==> src/rtl/outlier_collector_if.sv <==
// Handshake bundle between the DROR cores, the outlier collector and the BRAM write-back stage.
// Ports: in_valid/in_pos/in_ready form the per-core request side; read_fifo/outlier_pos_fifo/empty
// form the drain side; full/count/total_count are status. master = cores + drain, slave = collector.
interface outlier_collector_if #(
  parameter int N           = 16,
  parameter int CORE_NUMBER = 8,
  parameter int ADDR_W      = 6
);
  logic [CORE_NUMBER-1:0]   in_valid;
  logic [N*CORE_NUMBER-1:0] in_pos;
  logic [CORE_NUMBER-1:0]   in_ready;
  logic                     read_fifo;
  logic [N-1:0]             outlier_pos_fifo;
  logic                     empty;
  logic                     full;
  logic [ADDR_W:0]          count;
  logic [31:0]              total_count;

  modport master (
    output in_valid, in_pos, read_fifo,
    input  in_ready, outlier_pos_fifo, empty, full, count, total_count
  );

  modport slave (
    input  in_valid, in_pos, read_fifo,
    output in_ready, outlier_pos_fifo, empty, full, count, total_count
  );
endinterface

==> src/rtl/outlier_collector.sv <==
// Collects outlier point indices from the DROR cores into a first-word-fall-through FIFO,
// granting one core per cycle round-robin; keeps a saturating accepted-index total.
// Latency: an index granted on edge t is at the head after edge t. Backpressure: in_ready all
// zero while full or clear. Ports: clock, reset (async, high), clear (sync flush), bus (slave side).
module outlier_collector #(
  parameter int N           = 16,
  parameter int CORE_NUMBER = 8,
  parameter int DEPTH       = 64,
  parameter int ADDR_W      = 6
) (
  input logic                clock,
  input logic                reset,
  input logic                clear,
  outlier_collector_if.slave bus
);

  localparam int              CW      = $clog2(CORE_NUMBER);
  localparam logic [CW:0]     CN_C    = (CW+1)'(CORE_NUMBER);
  localparam logic [ADDR_W:0] DEPTH_C = (ADDR_W+1)'(DEPTH);

  logic [N-1:0]      mem [DEPTH];
  logic [ADDR_W-1:0] wr_ptr;
  logic [ADDR_W-1:0] rd_ptr;
  logic [ADDR_W:0]   count;
  logic [31:0]       total_count;
  logic [CW-1:0]     rr_ptr;

  logic              empty;
  logic              full;
  logic              grant_vld;
  logic [CW-1:0]     grant_idx;
  logic [CW:0]       idxw;
  logic [CW:0]       rr_sum;
  logic [CW-1:0]     rr_nxt;
  logic              wr_en;
  logic              pop_en;
  logic [N-1:0]      wr_dat;

  // Flags derive from the count register only, so no input can glitch them.
  assign empty = (count == '0);
  assign full  = (count == DEPTH_C);

  // Round-robin search: walk from the highest offset down so the lowest offset from rr_ptr
  // (the first requester at or after rr_ptr) is the one left standing.
  always_comb begin
    grant_vld = 1'b0;
    grant_idx = '0;
    idxw      = '0;
    for (int j = CORE_NUMBER - 1; j >= 0; j--) begin
      idxw = {1'b0, rr_ptr} + (CW+1)'(j);
      if (idxw >= CN_C) idxw = idxw - CN_C;
      if (bus.in_valid[idxw[CW-1:0]]) begin
        grant_vld = 1'b1;
        grant_idx = idxw[CW-1:0];
      end
    end
    // A full FIFO blocks writes even when a pop is accepted in the same cycle.
    if (full || clear || reset) grant_vld = 1'b0;
  end

  always_comb begin
    rr_sum = {1'b0, grant_idx} + (CW+1)'(1);
    if (rr_sum == CN_C) rr_sum = '0;
    rr_nxt = rr_sum[CW-1:0];
  end

  assign wr_en  = grant_vld;
  assign pop_en = bus.read_fifo && !empty && !clear;
  assign wr_dat = bus.in_pos[grant_idx*N +: N];

  assign bus.in_ready         = grant_vld ? (CORE_NUMBER'(1) << grant_idx) : '0;
  assign bus.outlier_pos_fifo = empty ? '0 : mem[rd_ptr];
  assign bus.empty            = empty;
  assign bus.full             = full;
  assign bus.count            = count;
  assign bus.total_count      = total_count;

  always_ff @(posedge clock or posedge reset) begin
    if (reset) begin
      wr_ptr      <= '0;
      rd_ptr      <= '0;
      count       <= '0;
      total_count <= '0;
      rr_ptr      <= '0;
    end else if (clear) begin
      wr_ptr      <= '0;
      rd_ptr      <= '0;
      count       <= '0;
      total_count <= '0;
      rr_ptr      <= '0;
    end else begin
      if (wr_en) begin
        wr_ptr <= wr_ptr + ADDR_W'(1);
        rr_ptr <= rr_nxt;
        if (total_count != 32'hFFFF_FFFF) total_count <= total_count + 32'd1;
      end
      if (pop_en) rd_ptr <= rd_ptr + ADDR_W'(1);
      case ({wr_en, pop_en})
        2'b10:   count <= count + (ADDR_W+1)'(1);
        2'b01:   count <= count - (ADDR_W+1)'(1);
        default: count <= count;
      endcase
    end
  end

  // Storage is not reset; entries are only visible through rd_ptr while count is nonzero.
  always_ff @(posedge clock) begin
    if (wr_en) mem[wr_ptr] <= wr_dat;
  end

endmodule

==> src/flat_wrapper.sv <==
// flat-port wrapper written by rule: the top's interface ports become plain ports
module outlier_collector_flat 
#(
  parameter int N           = 16,
  parameter int CORE_NUMBER = 8,
  parameter int DEPTH       = 64,
  parameter int ADDR_W      = 6
)
  (clock, reset, clear, bus_in_valid, bus_in_pos, bus_read_fifo, bus_in_ready, bus_outlier_pos_fifo, bus_empty, bus_full, bus_count, bus_total_count);
  outlier_collector_if #(.N(N), .CORE_NUMBER(CORE_NUMBER), .ADDR_W(ADDR_W)) bus_i ();
  input logic clock;
  input logic reset;
  input logic clear;
  input wire logic [$bits(bus_i.in_valid)-1:0] bus_in_valid;
  input wire logic [$bits(bus_i.in_pos)-1:0] bus_in_pos;
  input wire logic [$bits(bus_i.read_fifo)-1:0] bus_read_fifo;
  output wire logic [$bits(bus_i.in_ready)-1:0] bus_in_ready;
  output wire logic [$bits(bus_i.outlier_pos_fifo)-1:0] bus_outlier_pos_fifo;
  output wire logic [$bits(bus_i.empty)-1:0] bus_empty;
  output wire logic [$bits(bus_i.full)-1:0] bus_full;
  output wire logic [$bits(bus_i.count)-1:0] bus_count;
  output wire logic [$bits(bus_i.total_count)-1:0] bus_total_count;
  assign bus_i.in_valid = bus_in_valid;
  assign bus_i.in_pos = bus_in_pos;
  assign bus_i.read_fifo = bus_read_fifo;
  assign bus_in_ready = bus_i.in_ready;
  assign bus_outlier_pos_fifo = bus_i.outlier_pos_fifo;
  assign bus_empty = bus_i.empty;
  assign bus_full = bus_i.full;
  assign bus_count = bus_i.count;
  assign bus_total_count = bus_i.total_count;
  outlier_collector #(.N(N), .CORE_NUMBER(CORE_NUMBER), .DEPTH(DEPTH), .ADDR_W(ADDR_W)) u_core (.clock(clock), .reset(reset), .clear(clear), .bus(bus_i));
endmodule
==> config.mk <==
export PLATFORM = sky130hd
export DESIGN_NAME = outlier_collector_flat
export DESIGN_NICKNAME = d
export VERILOG_FILES = /design/src/rtl/outlier_collector_if.sv /design/src/rtl/outlier_collector.sv /design/src/flat_wrapper.sv
export SDC_FILE = /design/constraint.sdc
export NUM_CORES = 1
export LEC_CHECK = 0
export ABC_AREA = 0
export CORE_MARGIN = 4
export CORE_UTILIZATION = 49
export CTS_BUF_LIST = sky130_fd_sc_hd__clkbuf_2 sky130_fd_sc_hd__clkbuf_4 sky130_fd_sc_hd__clkbuf_8
export CTS_CLUSTER_DIAMETER = 50
export DETAILED_ROUTE_END_ITERATION = 8
export PLACE_DENSITY = 0.79
export SYNTH_ARGS = -nofsm -noshare
export SYNTH_HDL_FRONTEND = slang
export SYNTH_SLANG_ARGS = --single-unit
==> constraint.sdc <==
create_clock -name clock -period 12.2 [get_ports clock]
set_clock_uncertainty 0.05 [all_clocks]
set_input_delay 1.22 -clock clock [delete_from_list [all_inputs] [get_ports clock]]
set_output_delay 1.22 -clock clock [all_outputs]
set_load 0.02 [all_outputs]
==> impl_metrics.yaml, run 1 <==
grt:
  grt_pass1_wl_mm: 155
  antenna_found_initial: 3
  grt_pass1_vias: 23500
  grtUsageTotal_pct: 22.2
  grt_max_degree: 132
  grt-ovfl-total: 0
outcome:
  status: "completed"
clocking:
  cts_buffer_depth: 3
  ctsHtreeMaxLevel: 4
  clkTransAtPathRegs_ps: 60
  cts_buffers: 162
  insertion_delay_ps: 810
  cts_sinks: 1078
  postCtsResizedCells: 0
  hold_buffers: 0
  cts.root.buffer_cell: "clkbuf_8"
  tritoncts: "done"
  cts_setup_buffers: 0
pwr:
  power.total_w: 0.0128
  power_frac_comb_pct: 31.9
  clkPwrFrac_pct: 22.0
  vdd_ir_drop_max_v: 0.000399
  leakage_nw: 15.9
  power_density_nw_per_um2: 250
  p_switching_w: 0.00424
  power_frac_seq_pct: 46.1
  swShare_pct: 33.0
  intPower_w: 0.00860
setup_path:
  crit_type: "reg2out"
  slowest_stage: "dfrtp_4"
  crit_arrival_ps: 5920
  end_kind: "primary output"
  cp_cell_sequence: "buf_4 > buf_4 > mux4_2 > mux4_2 > mux4_2 > nor2b_1 > clkdlybuf4s50_1"
  cpMostUsedCell: "mux4_2"
  cp_max_fo: 49
  crit_buf_inv: 3
  crit_family: "buffers and inverters"
  critPathMaxStageDelay_ps: 1090
  required_ps: 10930
  startpoint_type: "register"
timing:
  period_share_pct: 58.9
  hold_violations: 0
  min_period_ps: 7190
  setup_slack_ps: 5010
  setup_tns_ps: 0
  max_freq_mhz: 139
  maxSlewHeadroom_pct: 8.52
  rsz0062_at_grt: "no"
  final_max_slew_viol_count: 0
  tightest_slew_ps: 1370
  finalSetupViolations: 0
routing:
  num_vias: 23100
  ant_nets: 0
  drt-vias-per-instance: 6.18
  wl_per_cell_um: 28.4
  first_iter_violations: 2850
  totalWireLength_mm: 106
  dr.pass1.iters: 5
  drc: 0
logic_synthesis:
  syn_area_per_cell_um2: 21.1
  synth_commonest_cells: "edfxtp_1, mux4_2, nor2_1"
  synth_top_area_cell: "edfxtp_1"
  syn-cell-area_um2: 44800
  synthArstFlopShare_pct: 5.01
  synth_fp_nets: 2274
  synth.top_cell.area_share_pct: 68.7
  synth_most_common_cell: "edfxtp_1"
  ys_ff_latch: 1078
  yosys_warnings: 0
  synth-edff-count: 1024
  netlist-cell-type-count: 76
  syn_inst: 2121
  yosysSeqAreaShare_pct: 71.7
  synth_ff_type: "edfxtp_1"
  ys_top_cells_by_area: "edfxtp_1, mux4_2, dfrtp_1, mux2i_1, nor2_1"
die:
  ios: 205
  start_util_pct: 49.6
  die_area_um2: 96200
  core_um2: 90300
  num_rows: 110
  die_w_um: 310
  dieHeight_um: 310
place:
  dp_slack_ps: 5580
  port_buffers: 204
  routabilityCongestion: 0.826
  dp_cells: 3453
  hpwl_mm: 60.3
cells_and_area:
  drive_gt1_share_pct: 29.7
  finalCoreUtilization_pct: 56.9
  syn2layout_area_growth_pct: 14.8
  fin_nets: 2594
  final_cells: 3740
run:
  max_cap_viol_count: 0
min_path:
  min_path_type: "reg2reg"
-- placed cells by master (no fill, tap or decap), drive strengths merged, types with 20 or more instances in the layout --
cell	n
buf	85
clkbuf	232
clkdlybuf4s50	203
clkinv	40
dfrtp	54
edfxtp	1024
inv	21
mux2	24
mux2i	111
mux4	348
nand2	39
nor2	120
nor2b	20
xnor2	36
-- kinds of logic (layout without fill, tap and decap cells) --
| group | count (synthesis) | count (layout) | synth area share [%] |
|---|---|---|---|
| DFF | 1078 | 1078 | 71.7 |
| buffers and inverters | 147 | 585 | 1.60 |
| adders and majority gates | 13 | 13 | 0.363 |
| muxes | 483 | 483 | 20.6 |
| other | 0 | 5 | 0 |
| xor gates and xnor gates | 47 | 47 | 0.970 |
| AOI/OAI and AO/OA | 60 | 60 | 1.12 |
| and+or+nand+nor | 293 | 293 | 3.59 |
-- path summary, 6_finish.rpt --
kind	from	endpoint	cells after the start	slack [ps]
worst max-delay path	u_core.rd_ptr[0]	bus_outlier_pos_fifo[2]	7	5010
worst min-delay path	u_core.bus.total_count[1]	u_core.bus.total_count[1]	2	510
worst max register to register	u_core.rr_ptr[1]	u_core.mem[48][12]	12	5980
worst min register to register	u_core.bus.total_count[1]	u_core.bus.total_count[1]	2	510
max in group asynchronous	reset	u_core.rd_ptr[2]	3	10470
min in group asynchronous	reset	u_core.bus.total_count[23]	2	710
-- per-layer routing --
| metal | part of all wire (%) | GRT usage, % | up-vias |
|---|---|---|---|
| met4 | 2.3 | 6.26 | 4 |
| met5 | 0.022 | 0 | - |
| met2 | 50 | 36.1 | 1304 |
| met3 | 9.6 | 4.55 | 177 |
| li1 | - | - | 9484 |
| met1 | 38 | 31.1 | 12100 |
-- area by class of cell --
type / count / area (um2)
Fill cell: 6377 / 38900
Sequential cell: 1078 / 32100
Multi-Input combinational cell: 896 / 12000
Clock buffer: 232 / 2790
Timing Repair Buffer: 288 / 2690
Tap cell: 1176 / 1470
Clock inverter: 50 / 292
Inverter: 15 / 56.3
Antenna cell: 5 / 12.5
-- metrics by stage --
stage                     area [um2]  hold WS, ps
after floorplan                44800          507
after global placement         48300          469
after detailed placement       48300          495
after CTS                      51400          508
after global routing           51400          542
final                          51400          512
-- power groups by stage --
stage / Sequential, W / Clock (W) / Combinational [W]
floorplan: 0.00587 / 0 / 0.00264
global placement: 0.00597 / 0 / 0.00389
global route: 0.00594 / 0.00306 / 0.00438
finish: 0.00592 / 0.00282 / 0.00410
CTS: 0.00592 / 0.00287 / 0.00413
detailed placement: 0.00600 / 0 / 0.00412
-- sequential cells by signal, summed over array words and instances (netlist names) --
register,count
u_core.mem,1024
u_core.rr_ptr,3
u_core.bus.count,7
u_core.rd_ptr,6
u_core.wr_ptr,6
u_core.bus.total_count,32
-- tightest hold or removal path, delay by kind of cell (launching register included) --
| kind | cells | cell delay, ps |
|---|---|---|
| AOI/OAI and AO/OA | 1 | 70 |
| DFF | 1 | 390 |
| and+or+nand+nor | 1 | 60 |
(Power assumes the default switching activity.)
==> inputs of run 2 (changes only) <==
Settings changed: PLACE_DENSITY 0.79 to 0.81.
Clock period 12.2 ns to 6 ns, I/O delays scaled along.
==> run 2 against run 1 <==
Die area stayed put. Via count up 1.9%. Hold slack got worse by 180 ps. Combinational power up 110%. Sequential power is 99% higher. Wire length rose by 2.7%. Register-to-register slack worse by 4700 ps. Highest routed layer is now met4.
==> impl_metrics.yaml, run 2 (synthesis results as in run 1) <==
place:
  port_buffers: 204
  hpwl_mm: 64.5
  postPlaceCellArea_um2: 48700
  dp_cells: 3483
  routabilityCongestion: 0.839
setup_path:
  cp_num_cells: 14
  worst_r2r_endpoint: "u_core.mem[59][3]"
  critPathMaxStageDelay_ps: 650
  cp_max_fo: 12
  crit_arrival_ps: 4690
  startpoint_type: "register"
  cpMostUsedCell: "ha_1"
  crit_buf_inv: 3
  rrSetupSlack_ps: 1330
  r2r-start: "u_core.rr_ptr[1]"
  crit_type: "reg2out"
  slowest_stage: "ha_1"
  reg2reg_depth: 12
  crit_family: "adder cells"
  cp_cell_sequence: "inv_1 > ha_1 > mux2_2 > mux2_4 > o221ai_2 > nand2_1 > a21oi_1 > o21ai_1 > a2bb2oi_4 > inv_2 > ha_1 > ha_1 > and2_1 > clkdlybuf4s50_1"
  required_ps: 5350
  end_kind: "primary output"
pwr:
  leakage_nw: 16.2
  p_switching_w: 0.00867
  power_frac_seq_pct: 44.8
  swShare_pct: 32.8
  vdd_ir_drop_max_v: 0.000621
  clkPwrFrac_pct: 22.1
  power_density_nw_per_um2: 510
  intPower_w: 0.0178
  power_frac_comb_pct: 33.2
die:
  start_util_pct: 49.6
  die_w_um: 310
  ios: 205
  core_um2: 90300
  die_area_um2: 96200
  dieHeight_um: 310
  num_rows: 110
timing:
  period_share_pct: 89.0
  setup_tns_ps: 0
  finalSetupViolations: 0
  max_freq_mhz: 187
  maxSlewHeadroom_pct: 28.0
  rsz0062_at_grt: "no"
  tightest_slew_ps: 1080
  hold_violations: 0
  min_period_ps: 5340
  final_max_slew_viol_count: 0
cells_and_area:
  largest_reg_flops: 1024
  regMostFlops: "u_core.mem"
  fin_nets: 2623
  reg_top3: "u_core.mem x1024, u_core.bus.total_count x32, u_core.bus.count x7"
  nFillCells: 6216
  design_area_um2: 51900
  final_cell_mix: "edfxtp_1, mux4_2, clkdlybuf4s50_1, clkbuf_8, nor2_1"
  final_cells: 3779
  syn2layout_area_growth_pct: 15.9
  drive_gt1_share_pct: 30.6
  finalCoreUtilization_pct: 57.4
  final_common_cell: "edfxtp_1"
clocking:
  cts_setup_buffers: 0
  postCtsResizedCells: 0
  cts.root.buffer_cell: "clkbuf_8"
  clkTransAtPathRegs_ps: 60
  hold_buffers: 0
  tritoncts: "done"
  cts_buffers: 161
  insertion_delay_ps: 810
  ctsHtreeMaxLevel: 4
  cts_sinks: 1078
  cts_buffer_depth: 3
routing:
  num_vias: 23600
  ant_nets: 0
  dr.pass1.iters: 5
  totalWireLength_mm: 109
  wl_per_cell_um: 28.8
  drc: 0
  drt-vias-per-instance: 6.23
  first_iter_violations: 2687
grt:
  grtUsageTotal_pct: 23.1
  grt-ovfl-total: 0
  grt_max_degree: 79
  antenna_found_initial: 4
  grt_pass1_wl_mm: 161
  grt_pass1_vias: 24100
run:
  max_cap_viol_count: 0
outcome:
  status: "completed"
min_path:
  min_path_type: "in2async"
==> run 2: final cells by class <==
cell class / instances / area [um2] / area share, %
sequential: 1078 / 32100 / 61.9
antenna: 5 / 12.5 / 0.0241
clock buffer: 222 / 2690 / 5.19
tap: 1176 / 1470 / 2.84
inverter: 15 / 56.3 / 0.109
multi-input combinational: 896 / 12000 / 23.1
clock inverter: 69 / 473 / 0.912
timing repair buffer: 318 / 3080 / 5.94
==> run 2: routing by layer <==
metal,up-vias,global-route usage [%],part of all wire (%)
li1,9555,-,-
met1,12200,31.9,37
met2,1604,37.4,49
met3,196,4.49,10
met4,0,8.30,2.9
met5,-,0,0
==> run 2: worst max-delay path by stage <==
stage / from / to / slack [ps]
6_report: u_core.rr_ptr[1] / bus_in_ready[3] / 660
5_1_grt: u_core.rr_ptr[1] / bus_in_ready[7] / 440
4_1_cts: u_core.rr_ptr[1] / bus_in_ready[3] / 610
3_5_place_dp: bus_in_valid[1] / u_core.mem[63][3] / 1280
3_3_place_gp: bus_in_valid[4] / bus_in_ready[7] / 1340
2_1_floorplan: u_core.rr_ptr[1] / bus_in_ready[3] / 1990
==> run 2: tightest hold or removal path: cells and delay by family <==
family	cells	cell delay, ps
buffers and inverters	3	1090
==> run 2: power by group through the flow <==
stage          registers [W]  clock network (W)  logic [W]
2_1_floorplan         0.0119                  0    0.00537
3_5_place_dp          0.0120                  0    0.00879
5_1_grt               0.0119            0.00633    0.00938
4_1_cts               0.0118            0.00594    0.00879
3_3_place_gp          0.0120                  0    0.00826
6_report              0.0118            0.00584    0.00877
==> run 2: per-stage QoR <==
step | hold slack, ps | setup slack, ps | total power [W]
after floorplan | 507 | 1990 | 0.0173
final | 328 | 660 | 0.0265
after CTS | 274 | 610 | 0.0266
after detailed placement | 510 | 1280 | 0.0208
after global routing | 367 | 440 | 0.0276
after global placement | 475 | 1340 | 0.0202
==> inputs of run 3 (changes only) <==
Settings changed: RECOVER_POWER set to 50.
==> run 3 against run 2 <==
Non-clock buffer count did not move. Clock-buffer cell count unchanged. Total power shrank 0.79%. Global-route usage unchanged. Setup slack lost 210 ps. The flow now finishes with violations (max-capacitance violations, max-slew violations). Core utilization shrank 0.41 points. Wire length increased by 0.29%. Hold slack improved by 52 ps. Via count up 0.20%. Die area stayed put. Largest cell class unchanged. Final area fell by 0.72%.
==> impl_metrics.yaml, run 3 (synthesis results as in run 1) <==
routing:
  drc: 0
  first_iter_violations: 2670
  drt-vias-per-instance: 6.25
  totalWireLength_mm: 109
  dr.pass1.iters: 7
  wl_per_cell_um: 28.9
  num_vias: 23600
  ant_nets: 0
clocking:
  cts.root.buffer_cell: "clkbuf_8"
  postCtsResizedCells: 0
  ctsHtreeMaxLevel: 4
  hold_buffers: 0
  cts_sinks: 1078
  cts_buffers: 161
  cts_buffer_depth: 3
  cts_setup_buffers: 0
  clkTransAtPathRegs_ps: 60
  insertion_delay_ps: 800
  tritoncts: "done"
grt:
  grtUsageTotal_pct: 23.1
  antenna_found_initial: 4
  grt-ovfl-total: 0
  grt_max_degree: 79
  grt_pass1_wl_mm: 161
  grt_pass1_vias: 24100
setup_path:
  cp_cell_sequence: "buf_4 > ha_1 > xor2_1 > mux2_1 > o221ai_4 > a41oi_4 > clkbuf_1 > nand4b_1 > nor2_1 > clkbuf_1"
  end_kind: "register"
  crit_family: "buffers and inverters"
  cp_max_fo: 29
  rrSetupSlack_ps: 450
  critPathMaxStageDelay_ps: 1050
  crit_arrival_ps: 5910
  crit_buf_inv: 3
  cpMostUsedCell: "clkbuf_1"
  crit_type: "reg2reg"
  required_ps: 6360
  r2r-start: "u_core.rr_ptr[0]"
  slowest_stage: "clkbuf_1"
  worst_r2r_endpoint: "u_core.mem[54][14]"
  reg2reg_depth: 10
  startpoint_type: "register"
die:
  core_um2: 90300
  die_w_um: 310
  die_area_um2: 96200
  ios: 205
  num_rows: 110
  dieHeight_um: 310
  start_util_pct: 49.6
cells_and_area:
  final_cell_mix: "edfxtp_1, mux4_2, clkbuf_8, clkdlybuf4s50_1, nor2_1"
  syn2layout_area_growth_pct: 15.0
  final_common_cell: "edfxtp_1"
  largest_reg_flops: 1024
  reg_top3: "u_core.mem x1024, u_core.bus.total_count x32, u_core.bus.count x7"
  drive_gt1_share_pct: 28.7
  fin_nets: 2623
  regMostFlops: "u_core.mem"
timing:
  hold_violations: 0
  final_max_slew_viol_count: 55
  period_share_pct: 92.6
  setup_tns_ps: 0
  tightest_slew_ps: 3250
  finalSetupViolations: 0
  rsz0062_at_grt: "no"
  max_freq_mhz: 180
  min_period_ps: 5550
  maxSlewHeadroom_pct: -116
run:
  max_cap_viol_count: 1
min_path:
  holdCritStartpoint: "clear"
  worstHoldEndpoint: "u_core.bus.total_count[25]"
  hold_depth: 3
  min_path_type: "in2reg"
pwr:
  vdd_ir_drop_max_v: 0.000605
  leakage_nw: 16.2
  power.total_w: 0.0262
  power_density_nw_per_um2: 510
place:
  port_buffers: 204
  routabilityCongestion: 0.839
  hpwl_mm: 64.5
outcome:
  violations: "max-capacitance violations, max-slew violations"
  status: "finished with violations"
## run 3: changes by cell type in the layout (fill, tap and decap cells not counted), moves of 6 or more
cell,change
mux2_2,-9
clkbuf_2,+34
nor3_2,-6
clkbuf_1,+14
nor3_1,+6
dlygate4sd3_1,+42
clkdlybuf4s50_1,-42
buf_4,-48
nor4_1,+6
mux2_1,+9
## run 3: metrics by stage
step | cells | cell area (um2) | util, % | hold WS, ps | worst slack (ps)
2_1_floorplan | 2121 | 44800 | - | 507 | 1990
3_3_place_gp | 3483 | 48700 | 53.9 | 475 | 1340
3_5_place_dp | 3483 | 48700 | 53.9 | 510 | 1280
4_1_cts | 3774 | 51800 | 57.4 | 274 | 610
5_1_grt | 3777 | 51500 | 57.0 | 376 | 238
6_report | 3777 | 51500 | 57.0 | 380 | 446
## run 3: worst min-delay path, stage by stage
cell and delay [ps]:
buf_2 100, buf_4 320, nor2_1 170
## run 3: layer usage
layer  GRT usage (%)  wire length [um]  vias to the layer above
met2            37.4             54100                     1646
met4            8.30              3470                        0
met5               0                 0                        -
met3            4.49             11600                      211
li1                -                 -                     9552
met1            31.9             40100                    12200
## run 3: area by class of cell
type / instances / area (um2)
clock inverters: 69 / 473
flip-flops and latches: 1078 / 32100
clock buffers: 222 / 2690
fillers: 6298 / 38800
inverters: 15 / 56.3
multi-input cells: 896 / 11800
diodes: 3 / 7.51
repair buffers: 318 / 2880
well taps: 1176 / 1470
## run 3: worst max-delay path by stage
stage,from,depth (start not counted),to
floorplan,u_core.rr_ptr[1],16,bus_in_ready[3]
global route,u_core.rr_ptr[0],12,u_core.mem[12][14]
CTS,u_core.rr_ptr[1],14,bus_in_ready[3]
finish,u_core.rr_ptr[0],10,u_core.mem[54][14]
global placement,bus_in_valid[4],12,bus_in_ready[7]
detailed placement,bus_in_valid[1],11,u_core.mem[63][3]
## run 3: power by group
group          leakage, nW  total [W]  internal [W]  switching (W)
Sequential            9.94     0.0119        0.0117       0.000166
Combinational         4.54    0.00852       0.00284        0.00568
Clock                 1.68    0.00584       0.00307        0.00278
